### src/rtl/histo_frame_sequencer.sv
// rtl/histo_frame_sequencer.sv - per-frame histogram RAM sequencer: hazard-free binning, flush to display/cumulative RAMs, accumulator clear
module histo_frame_sequencer #(
  parameter int PIX_BITS = 12,
  parameter int BIN_BITS = 8,
  parameter int CNT_BITS = 20
) (
  input  logic                iPclk,
  input  logic                iRst,
  input  logic                iFval,
  input  logic                iDval,
  input  logic [PIX_BITS-1:0] iGrey,
  input  logic [CNT_BITS-1:0] iAcc_Q,
  output logic [BIN_BITS-1:0] oAcc_Rd_Addr,
  output logic [BIN_BITS-1:0] oAcc_Wr_Addr,
  output logic [CNT_BITS-1:0] oAcc_Wr_Data,
  output logic                oAcc_Wen,
  output logic [BIN_BITS-1:0] oOut_Wr_Addr,
  output logic [CNT_BITS-1:0] oDisp_Wr_Data,
  output logic [CNT_BITS-1:0] oCum_Wr_Data,
  output logic                oOut_Wen,
  output logic [1:0]          oPhase,
  output logic                oFrame_Done,
  output logic                oOverrun
);

  typedef enum logic [1:0] {
    S_IDLE  = 2'd0,
    S_ACCUM = 2'd1,
    S_FLUSH = 2'd2,
    S_INIT  = 2'd3
  } state_t;

  localparam logic [CNT_BITS-1:0] CNT_MAX  = '1;
  localparam logic [CNT_BITS-1:0] CNT_ONE  = 1;
  localparam logic [BIN_BITS-1:0] BIN_LAST = '1;
  localparam logic [BIN_BITS-1:0] BIN_ONE  = 1;
  localparam logic [BIN_BITS:0]   PASS_ONE = 1;

  state_t              r_state, w_next;
  logic [BIN_BITS:0]   r_cnt, w_cnt_next;
  logic                r_fval_d;
  logic                r_s1_valid, w_s1_valid_next;
  logic [BIN_BITS-1:0] r_s1_bin;
  logic                r_w_valid;
  logic [BIN_BITS-1:0] r_w_bin;
  logic [CNT_BITS-1:0] r_w_data;
  logic [CNT_BITS-1:0] r_cum, w_cum_next;

  logic [BIN_BITS-1:0] w_bin;
  logic                w_rise;
  logic [CNT_BITS-1:0] w_base;
  logic [CNT_BITS-1:0] w_inc;
  logic [CNT_BITS:0]   w_sum;
  logic [CNT_BITS-1:0] w_cum_sat;
  logic [BIN_BITS-1:0] w_prev_bin;
  logic                w_unused_grey_lsbs;

  assign w_bin              = iGrey[PIX_BITS-1 -: BIN_BITS];
  assign w_unused_grey_lsbs = ^iGrey[PIX_BITS-BIN_BITS-1:0];
  assign w_rise             = iFval & ~r_fval_d;

  // The RAM returns pre-write data when the previous cycle wrote the same bin.
  assign w_base    = (r_w_valid && (r_w_bin == r_s1_bin)) ? r_w_data : iAcc_Q;
  assign w_inc     = (w_base == CNT_MAX) ? CNT_MAX : w_base + CNT_ONE;
  assign w_sum     = {1'b0, r_cum} + {1'b0, iAcc_Q};
  assign w_cum_sat = w_sum[CNT_BITS] ? CNT_MAX : w_sum[CNT_BITS-1:0];
  assign w_prev_bin = r_cnt[BIN_BITS-1:0] - BIN_ONE;
  assign oPhase    = r_state;

  always_comb begin
    w_next          = r_state;
    w_cnt_next      = r_cnt;
    w_cum_next      = r_cum;
    w_s1_valid_next = 1'b0;
    oAcc_Rd_Addr    = '0;
    oAcc_Wr_Addr    = '0;
    oAcc_Wr_Data    = '0;
    oAcc_Wen        = 1'b0;
    oOut_Wr_Addr    = '0;
    oDisp_Wr_Data   = '0;
    oCum_Wr_Data    = '0;
    oOut_Wen        = 1'b0;
    oFrame_Done     = 1'b0;
    oOverrun        = 1'b0;

    case (r_state)
      S_INIT: begin
        oOverrun     = w_rise;
        oAcc_Wen     = 1'b1;
        oAcc_Wr_Addr = r_cnt[BIN_BITS-1:0];
        w_cnt_next   = r_cnt + PASS_ONE;
        if (r_cnt[BIN_BITS-1:0] == BIN_LAST) begin
          w_next     = S_IDLE;
          w_cnt_next = '0;
        end
      end
      S_IDLE: begin
        oAcc_Rd_Addr = w_bin;
        if (w_rise) begin
          w_next          = S_ACCUM;
          w_s1_valid_next = iDval;
        end
      end
      S_ACCUM: begin
        oAcc_Rd_Addr    = w_bin;
        oAcc_Wen        = r_s1_valid;
        oAcc_Wr_Addr    = r_s1_bin;
        oAcc_Wr_Data    = r_s1_valid ? w_inc : '0;
        w_s1_valid_next = iDval & iFval;
        if (!iFval) begin
          w_next     = S_FLUSH;
          w_cnt_next = '0;
          w_cum_next = '0;
        end
      end
      S_FLUSH: begin
        oOverrun = w_rise;
        if (!r_cnt[BIN_BITS]) oAcc_Rd_Addr = r_cnt[BIN_BITS-1:0];
        // Bin c is read on pass step c and emitted/cleared on step c+1.
        if (r_cnt != '0) begin
          oOut_Wen      = 1'b1;
          oOut_Wr_Addr  = w_prev_bin;
          oDisp_Wr_Data = iAcc_Q;
          oCum_Wr_Data  = w_cum_sat;
          oAcc_Wen      = 1'b1;
          oAcc_Wr_Addr  = w_prev_bin;
          w_cum_next    = w_cum_sat;
        end
        if (r_cnt[BIN_BITS]) begin
          oFrame_Done = 1'b1;
          w_next      = S_IDLE;
          w_cnt_next  = '0;
          w_cum_next  = '0;
        end else begin
          w_cnt_next = r_cnt + PASS_ONE;
        end
      end
      default: begin
        w_next     = S_INIT;
        w_cnt_next = '0;
      end
    endcase

    if (iRst) begin
      w_next          = S_INIT;
      w_cnt_next      = '0;
      w_cum_next      = '0;
      w_s1_valid_next = 1'b0;
      oAcc_Rd_Addr    = '0;
      oAcc_Wr_Addr    = '0;
      oAcc_Wr_Data    = '0;
      oAcc_Wen        = 1'b0;
      oOut_Wr_Addr    = '0;
      oDisp_Wr_Data   = '0;
      oCum_Wr_Data    = '0;
      oOut_Wen        = 1'b0;
      oFrame_Done     = 1'b0;
      oOverrun        = 1'b0;
    end
  end

  always_ff @(posedge iPclk) begin
    r_fval_d <= iFval;
    r_s1_bin <= w_bin;
    r_w_bin  <= oAcc_Wr_Addr;
    r_w_data <= oAcc_Wr_Data;
    if (iRst) begin
      r_state    <= S_INIT;
      r_cnt      <= '0;
      r_cum      <= '0;
      r_s1_valid <= 1'b0;
      r_w_valid  <= 1'b0;
    end else begin
      r_state    <= w_next;
      r_cnt      <= w_cnt_next;
      r_cum      <= w_cum_next;
      r_s1_valid <= w_s1_valid_next;
      r_w_valid  <= oAcc_Wen;
    end
  end

endmodule

### config.mk
export PLATFORM = sky130hd
export DESIGN_NAME = histo_frame_sequencer
export DESIGN_NICKNAME = d
export VERILOG_FILES = /design/src/rtl/histo_frame_sequencer.sv
export SDC_FILE = /design/constraint.sdc
export NUM_CORES = 1
export LEC_CHECK = 0
export CORE_MARGIN = 5
export CORE_UTILIZATION = 45
export CTS_BUF_LIST = sky130_fd_sc_hd__clkbuf_8
export DETAILED_ROUTE_END_ITERATION = 6
export PLACE_DENSITY = 0.74
export SLEW_MARGIN = 20
export SYNTH_ARGS = -nofsm -noshare
export SYNTH_HDL_FRONTEND = slang
export SYNTH_SLANG_ARGS = --single-unit
### constraint.sdc
create_clock -name iPclk -period 3.8 [get_ports iPclk]
set_clock_uncertainty 0.1 [all_clocks]
set_input_delay 0.38 -clock iPclk [delete_from_list [all_inputs] [get_ports iPclk]]
set_output_delay 0.38 -clock iPclk [all_outputs]
set_load 0.005 [all_outputs]
==> impl_metrics.py, run 1 <==
metrics = {
    "run_status": {
        "status": "complete, no violations",
    },
    "power_and_ir_drop": {
        "power.internal_mw": 1.716,
        "netSwitchingFraction_pct": 38.74,
        "pwr-share-clk_pct": 25.8,
        "ir_drop_v": 0.0003621,
        "cellPowerDensity_nw_per_um2": 380.2,
        "cellLeakagePower_nw": 3.122,
        "seq_power_share_pct": 30.9,
        "combPwrFrac_pct": 43.3,
        "power.net_switching_mw": 1.085,
    },
    "grt": {
        "grt_pass1_vias": 5512,
        "grt_pass1_wl_mm": 26.84,
        "overflow": 0,
        "grt_use_total_pct": 24.92,
        "antenna_found_initial": 0,
        "grt_max_degree": 37,
    },
    "timing": {
        "max_freq_mhz": 265.1,
        "report.final.hold_viol_count": 0,
        "period_share_pct": 99.25,
        "setup-tns-final_ps": 0,
        "tightest_slew_ps": 893.8,
        "period_minus_slack_ps": 3772,
        "slew_headroom_pct": 40.24,
        "final_max_slew_viol_count": 0,
        "rsz0062_at_grt": "true",
        "finalSetupViolations": 0,
    },
    "synth": {
        "synthTopCellsByArea": "dfxtp_1, nor2_1, ha_1, xnor2_1, nand2_1",
        "synth_cells": 661,
        "synth_area_um2": 5064,
        "synth-seq-cells": 70,
        "synthDistinctLibCells": 64,
        "yosys_warnings": 0,
        "synth_top_area_share_pct": 27.67,
        "async_flop_share_pct": 0,
        "syn_nets": 725,
        "yosys.area.top_type": "dfxtp_1",
        "avgSynthCellArea_um2": 7.661,
        "synth-seq-area-share_pct": 27.67,
        "synthFlopType": "dfxtp_1",
        "synth-edff-count": 0,
    },
    "drt": {
        "wl_per_cell_um": 17.80,
        "route.detailed.drc": 0,
        "drtIter0Drc": 508,
        "final_antenna_net_count": 0,
        "vias": 5632,
        "dr.pass1.iters": 5,
        "vias_per_cell": 5.788,
        "routed_wl_mm": 17.32,
    },
    "clock_network": {
        "clk_latency_ps": 380,
        "clk_pin_slew_ps": 90,
        "root_buffer": "clkbuf_8",
        "htreeDepth": 3,
        "tritoncts": "built",
        "cts_buffers": 9,
        "cts.sinks": 70,
        "cts_buffer_depth": 2,
    },
    "floorplan": {
        "die_width_um": 116.1,
        "rows": 38,
        "coreArea_um2": 10940,
        "start_util_pct": 46.30,
        "dieHeight_um": 116.1,
        "die-area_um2": 13470,
        "io_pins": 126,
    },
    "place": {
        "hpwlAfterDp_mm": 12.31,
        "place_congestion": 0.9316,
        "dp_cells": 936,
        "io_buffers": 121,
    },
    "worst_setup_path": {
        "crit_chain": "xnor2_2, nand4_1, or3_4, mux2_4, ha_4, buf_6, and3_4, nand2b_4, nor2b_4, buf_4, a41oi_2, xnor2_1, a21oi_2, clkdlybuf4s15_2",
        "critical_path_arrival_ps": 3290,
        "criticalPathCategory": "register to output port",
        "slowest_stage": "or3_4",
        "regToRegSetupSlack_ps": 410,
        "cp-end-kind": "output port",
        "crit_fanout": 3,
        "critPathMaxStageDelay_ps": 440,
        "crit_required_ps": 3320,
        "start_kind": "register",
    },
    "hold_path": {
        "hold_class": "register to register",
    },
    "layout": {
        "diodes": 0,
        "drive_gt1_share_pct": 21.13,
        "nets": 892,
        "syn_to_final_growth_pct": 45.52,
        "stdcell_count": 973,
    },
    "job": {
        "cap_violations": 0,
    },
}
final timing paths:
path                                  start                to  depth (start not counted)
worst max-delay path            r_s1_bin[0]  oAcc_Wr_Data[18]                         14
worst min-delay path               r_cum[5]          r_cum[5]                          2
worst min register to register     r_cum[5]          r_cum[5]                          2
worst max register to register  r_s1_bin[0]      r_w_data[16]                         15
metal layers:
layer / vias to the layer above / wire [um] / track usage (%)
li1: 2662 / - / -
met5: - / 0 / 0
met2: 242 / 8500 / 42.19
met1: 2685 / 7136 / 30.40
met3: 43 / 1236 / 6.893
met4: 0 / 444 / 8.739
area by class of cell:
| cell class | count | area, um^2 |
|---|---|---|
| clock inverter | 7 | 106.4 |
| timing repair buffer | 191 | 1707 |
| fill | 897 | 3567 |
| sequential | 70 | 1408 |
| tap | 140 | 175.2 |
| inverter | 17 | 63.81 |
| clock buffer | 9 | 123.9 |
| multi-input combinational | 539 | 3785 |
kinds of logic (layout without fill, tap and decap cells):
| logic type | Yosys count | after routing | share of synthesized area (%) |
|---|---|---|---|
| compound gates | 160 | 160 | 20.53 |
| mux | 11 | 11 | 2.249 |
| flops | 70 | 70 | 27.67 |
| buf+inv | 52 | 224 | 5.362 |
| xor+xnor | 58 | 58 | 10.03 |
| fa+ha+maj | 28 | 28 | 7.067 |
| simple gates | 282 | 282 | 27.08 |
power by group through the flow:
stage                     Combinational (mW)  Clock, mW  Sequential [mW]
after floorplan                        0.752          0            0.854
after global placement                  1.14          0            0.875
after detailed placement                1.16          0            0.878
after CTS                               1.18      0.733            0.862
after global routing                    1.33      0.761            0.876
final                                   1.21      0.723            0.867
sequential cells by signal (all words and copies together), names as in the netlist:
signal      flops
r_s1_bin        8
r_cum          20
r_s1_valid      1
r_fval_d        1
r_w_data       20
oPhase          2
r_w_bin         8
r_cnt           9
r_w_valid       1
repair_timing:
item | 4_1_cts | 5_1_grt
pin swaps | 18 | 35
endpoints found under the setup margin | 39 | 42
hold buffers | 0 | 0
resized for setup | 99 | 63
endpoints found under the hold margin | 0 | 0
buffers inserted | 13 | 8
layout by cell type (no fill, tap or decap), types with 21 or more instances in the layout:
cell type and count:
clkdlybuf4s50_1 99, xnor2_1 33, and2_1 23, a21oi_1 24, buf_4 62, nor2_1 90, nand2_1 66, o21ai_0 38
xor2_1 21, ha_1 25, dfxtp_1 65
synth_stat cells (all sizes together) (5+ instances only):
library cell  number
nor2b              6
nand2             67
nand4             18
xor2              21
a21oi             46
nor2              92
a211oi             6
or3                7
and2              23
clkbuf            19
inv               17
dfxtp             70
nand3b             5
xnor2             37
buf               16
nand2b             5
mux2i              8
o21ai             47
nand3             20
a21o              10
a22oi             10
nor4               5
and3              10
nor3              15
ha                27
stage by stage:
step	worst slack (ps)	total power, mW	hold slack, ps	util (%)	area, um^2
final	28.32	2.802	354.6	67.38	7368
after global routing	-67.85	2.963	351.5	67.38	7368
after CTS	-124.9	2.772	357.7	64.68	7073
after detailed placement	-100.8	2.033	347.7	60.56	6623
after global placement	-78.54	2.014	338.0	60.56	6623
after floorplan	399.3	1.606	307.7	-	5064
critical path: cells and delay by family, from the launching register on:
kind	cells	cell delay, ps
adders and majority gates	1	170
muxes	1	340
buffers and inverters	3	470
and+or+nand+nor	5	870
xor gates and xnor gates	2	270
AOI/OAI and AO/OA	2	440
DFF	1	340
(Power assumes the default switching activity.)
==> run 2: changes to the inputs <==
--- a/config.mk
+++ b/config.mk
@@ -5,7 +5,6 @@
 export SDC_FILE = /design/constraint.sdc
 export NUM_CORES = 1
 export LEC_CHECK = 0
-export CORE_MARGIN = 5
 export CORE_UTILIZATION = 45
 export CTS_BUF_LIST = sky130_fd_sc_hd__clkbuf_8
 export DETAILED_ROUTE_END_ITERATION = 6
==> impl_metrics.py, run 2 (synthesized netlist as in run 1, its figures left out) <==
metrics = {
    "run_status": {
        "status": "complete, but fails checks",
        "violations": "setup timing",
    },
    "drt": {
        "vias": 5605,
        "final_antenna_net_count": 0,
        "dr.pass1.iters": 5,
        "wl_per_cell_um": 17.27,
        "route.detailed.drc": 0,
        "drtIter0Drc": 404,
        "vias_per_cell": 5.772,
        "routed_wl_mm": 16.77,
    },
    "timing": {
        "final_max_slew_viol_count": 0,
        "slew_headroom_pct": 36.59,
        "period_share_pct": 101.6,
        "whs_ps": 360.3,
        "report.final.hold_viol_count": 0,
        "period_minus_slack_ps": 3860,
        "finalSetupViolations": 5,
        "setup-tns-final_ps": -147.4,
        "setup_slack_ps": -59.73,
        "tightest_slew_ps": 948.4,
        "rsz0062_at_grt": "true",
        "max_freq_mhz": 259.1,
    },
    "floorplan": {
        "rows": 38,
        "dieHeight_um": 108.1,
        "die_width_um": 108.1,
        "start_util_pct": 46.51,
        "coreArea_um2": 10890,
        "die-area_um2": 11680,
        "io_pins": 126,
    },
    "clock_network": {
        "clk_pin_slew_ps": 80,
        "hold_buffers": 0,
        "cts_buffer_depth": 2,
        "root_buffer": "clkbuf_8",
        "cts.sinks": 70,
        "clk_latency_ps": 380,
        "tritoncts": "built",
        "htreeDepth": 3,
        "cts_buffers": 9,
    },
    "grt": {
        "grt_max_degree": 36,
        "grt_pass1_wl_mm": 26.31,
        "overflow": 0,
        "grt_use_total_pct": 28.70,
        "grt_pass1_vias": 5323,
        "antenna_found_initial": 0,
    },
    "hold_path": {
        "hold_class": "input port to register",
    },
    "layout": {
        "multi_input_area_um2": 3766,
        "stdcell_count": 971,
        "drive_gt1_share_pct": 21.54,
        "final_cell_mix": "clkdlybuf4s50_1, nor2_1, nand2_1, dfxtp_1, buf_4",
        "nets": 890,
        "fill_cells": 864,
        "top_regs": "r_cum (20), r_w_data (20), r_cnt (9)",
        "final_common_cell": "clkdlybuf4s50_1",
        "syn_to_final_growth_pct": 45.96,
        "seqCellArea_um2": 1406,
        "diodes": 0,
    },
    "worst_setup_path": {
        "cp-end-kind": "output port",
        "slowest_stage": "or3_4",
        "crit_required_ps": 3320,
        "critical_path.top_delay_family": "simple AND/OR/NAND/NOR gates",
        "crit_buf_inv": 3,
        "start_kind": "register",
        "crit_fanout": 6,
        "crit_chain": "xnor2_2, nand3_2, or3_4, mux2_4, ha_4, and3_4, nand2b_4, nor2b_2, nand4_1, o21ai_2, nand2_2, buf_8, buf_4, a21oi_2, clkdlybuf4s15_2",
        "critPathMaxStageDelay_ps": 420,
        "critical_path_arrival_ps": 3380,
        "criticalPathCategory": "register to output port",
    },
    "place": {
        "pre_cts_slack_ps": -134.6,
        "dp_cells": 936,
        "place_congestion": 0.9157,
        "io_buffers": 121,
        "hpwlAfterDp_mm": 11.89,
    },
    "power_and_ir_drop": {
        "cellPowerDensity_nw_per_um2": 383.7,
        "ir_drop_v": 0.0005085,
        "cellLeakagePower_nw": 3.240,
        "p_total_mw": 2.836,
    },
    "job": {
        "cap_violations": 0,
    },
}
[run 2: per-layer routing]
layer / global-route usage, % / wire length (um)
met1: 36.09 / 7070
met2: 47.91 / 8090
met3: 6.269 / 1274
met4: 10.47 / 331
met5: 0 / 0
[run 2: worst reg2reg max path, delay by kind of cell, from the launching register on]
family / cells / cell delay (ps)
buf+inv: 2 / 330
xor+xnor: 1 / 130
fa+ha+maj: 1 / 160
simple gates: 7 / 1210
flops: 1 / 380
compound gates: 2 / 320
mux: 1 / 240
[run 2: timing repair]
item / in CTS / in global routing
endpoints found under the setup margin: 34 / 42
endpoints found under the hold margin: 0 / 0
pin swaps: 11 / 23
gates resized for setup: 79 / 65
buffers inserted: 11 / 7
cloned: 0 / 1
[run 2: stage by stage]
step                instance area [um^2]  util, %
detailed placement                  6623    60.83
finish                              7391    67.88
global route                        7391    67.88
global placement                    6623    60.83
CTS                                 7114    65.34
floorplan                           5064        -
[run 2: report_power, final]
part	total, mW	internal (mW)	switching (mW)
registers	0.865	0.801	0.0642
clock network	0.718	0.380	0.339
logic	1.25	0.549	0.703
total	2.84	1.73	1.11
[run 2: final cells by class]
cell class / count / area share [%]
clock buffer: 9 / 1.676
tap: 140 / 2.370
clock inverter: 7 / 1.422
inverter: 17 / 0.8634
sequential: 70 / 19.03
multi-input combinational: 539 / 50.96
timing repair buffer: 189 / 23.68
[run 2: final timing paths]
path          startpoint         endpoint  slack [ps]  depth (start not counted)
max          r_s1_bin[6]  oAcc_Wr_Data[0]         -60                         15
min             iGrey[5]      r_s1_bin[1]         360                          1
max reg2reg  r_s1_bin[6]      r_w_data[0]         850                         14
min reg2reg    r_cum[18]        r_cum[18]         360                          2
==> run 3: changes to the inputs <==
--- a/config.mk
+++ b/config.mk
@@ -5,10 +5,11 @@
 export SDC_FILE = /design/constraint.sdc
 export NUM_CORES = 1
 export LEC_CHECK = 0
-export CORE_UTILIZATION = 45
+export CORE_UTILIZATION = 41
 export CTS_BUF_LIST = sky130_fd_sc_hd__clkbuf_8
 export DETAILED_ROUTE_END_ITERATION = 6
-export PLACE_DENSITY = 0.74
+export PLACE_DENSITY = 0.68
+export SETUP_SLACK_MARGIN = 0.3
 export SLEW_MARGIN = 20
 export SYNTH_ARGS = -nofsm -noshare
 export SYNTH_HDL_FRONTEND = slang
==> impl_metrics.py, run 3 (synthesized netlist as in run 1, its figures left out) <==
metrics = {
    "layout": {
        "top_regs": "r_cum (20), r_w_data (20), r_cnt (9)",
        "drive_gt1_share_pct": 30.45,
        "nets": 926,
        "final_cell_mix": "clkdlybuf4s50_1, buf_4, nor2_1",
        "diodes": 0,
        "syn_to_final_growth_pct": 56.16,
        "final_common_cell": "clkdlybuf4s50_1",
        "fill_cells": 983,
        "seqCellArea_um2": 1413,
        "multi_input_area_um2": 4038,
    },
    "power_and_ir_drop": {
        "combPwrFrac_pct": 48.0,
        "pwr-share-clk_pct": 21.5,
        "ir_drop_v": 0.0004225,
        "power.net_switching_mw": 1.155,
        "seq_power_share_pct": 30.5,
        "power.internal_mw": 1.658,
        "netSwitchingFraction_pct": 41.05,
        "cellPowerDensity_nw_per_um2": 355.7,
        "cellLeakagePower_nw": 3.409,
    },
    "grt": {
        "antenna_found_initial": 0,
        "overflow": 0,
        "grt_max_degree": 37,
        "grt_use_total_pct": 27.46,
        "grt_pass1_wl_mm": 27.80,
        "grt_pass1_vias": 5608,
    },
    "clock_network": {
        "clk_pin_slew_ps": 90,
        "htreeDepth": 3,
        "cts_buffers": 9,
        "tritoncts": "built",
        "clk_latency_ps": 370,
        "cts_buffer_depth": 2,
        "cts.sinks": 70,
        "root_buffer": "clkbuf_8",
    },
    "job": {
        "cap_violations": 0,
    },
    "run_status": {
        "status": "complete, no violations",
    },
    "worst_setup_path": {
        "start_kind": "register",
        "crit_fanout": 3,
        "cp-end-kind": "output port",
        "crit_required_ps": 3320,
        "criticalPathCategory": "register to output port",
        "critPathMaxStageDelay_ps": 410,
        "critical_path_arrival_ps": 3250,
        "crit_chain": "xnor2_2, nand3_2, or3_4, mux2_4, ha_4, nand3_4, or3_4, nor3_1, a41oi_2, xnor2_2, a21oi_4, buf_2",
        "slowest_stage": "or3_4",
    },
    "timing": {
        "tightest_slew_ps": 957.2,
        "setup_slack_ps": 73.93,
        "finalSetupViolations": 0,
        "slew_headroom_pct": 36.00,
        "period_share_pct": 98.05,
        "max_freq_mhz": 268.4,
        "period_minus_slack_ps": 3726,
        "report.final.hold_viol_count": 0,
        "final_max_slew_viol_count": 0,
        "whs_ps": 368.0,
        "rsz0062_at_grt": "true",
    },
    "floorplan": {
        "dieHeight_um": 113.1,
        "coreArea_um2": 12010,
        "io_pins": 126,
        "rows": 40,
        "die_width_um": 113.1,
        "start_util_pct": 42.16,
        "die-area_um2": 12800,
    },
    "hold_path": {
        "hold_class": "register to register",
    },
    "place": {
        "hpwlAfterDp_mm": 12.08,
        "pre_cts_slack_ps": -117.4,
        "place_congestion": 0.8836,
        "io_buffers": 121,
    },
    "drt": {
        "route.detailed.drc": 0,
        "drtIter0Drc": 480,
        "dr.pass1.iters": 5,
        "final_antenna_net_count": 0,
        "wl_per_cell_um": 17.52,
        "routed_wl_mm": 17.77,
        "vias_per_cell": 5.603,
        "vias": 5681,
    },
}
==> run 3: final cells by class <==
class | instances | share of cell area [%]
multi-input combinational | 539 | 51.06
timing repair buffer | 225 | 25.55
sequential | 70 | 17.86
tap | 147 | 2.326
clock buffer | 9 | 1.566
inverter | 17 | 0.8386
clock inverter | 7 | 0.7911
==> run 3: metal layers <==
layer | GRT usage (%) | vias up | part of all wire, %
li1 | - | 2727 | -
met1 | 34.12 | 2665 | 43
met2 | 45.89 | 251 | 48
met3 | 6.320 | 38 | 6.5
met4 | 10.96 | 0 | 2.3
met5 | 0 | - | 0
==> run 3: worst max-delay path, delay by kind of cell, from the launching register on <==
| family | cells | cell delay (ps) |
|---|---|---|
| AND/OR/NAND/NOR | 5 | 1340 |
| XOR/XNOR | 2 | 380 |
| flip-flops | 1 | 340 |
| AO/OA/AOI/OAI | 2 | 270 |
| multiplexers | 1 | 240 |
| adder cells (fa/ha/maj) | 1 | 150 |
| buffers and inverters | 1 | 140 |
==> run 3: per-stage QoR <==
step	TNS, ps	std cells	total power, mW	utilization, %	cell area (um^2)
after floorplan	0	661	1.606	-	5064
after global placement	-1007	955	2.046	55.85	6709
after detailed placement	-1870	955	2.065	55.85	6709
after CTS	0	999	2.742	62.59	7518
after global routing	-326.6	1014	2.976	65.83	7908
final	0	1014	2.813	65.83	7908
==> run 3: power by group through the flow <==
| stage | clock [mW] | sequential (mW) | combinational, mW |
|---|---|---|---|
| detailed placement | 0 | 0.866 | 1.20 |
| global placement | 0 | 0.864 | 1.18 |
| floorplan | 0 | 0.854 | 0.752 |
| global route | 0.649 | 0.868 | 1.46 |
| finish | 0.605 | 0.858 | 1.35 |
| CTS | 0.617 | 0.855 | 1.27 |
==> run 3: path summary, 6_finish.rpt <==
path / slack [ps] / cells after the start / end / startpoint
worst max-delay path: 70 / 12 / oAcc_Wr_Data[14] / r_s1_bin[7]
worst min-delay path: 370 / 2 / r_cum[6] / r_cum[6]
worst max register to register: 800 / 16 / r_w_data[1] / r_s1_bin[7]
worst min register to register: 370 / 2 / r_cum[6] / r_cum[6]
==> run 3: what timing repair did <==
item,4_1_cts,5_1_grt
setup buffers,26,15
cloned,2,0
setup endpoints to repair,63,60
pin swaps,43,57
resized for setup,216,100
hold buffers,0,0
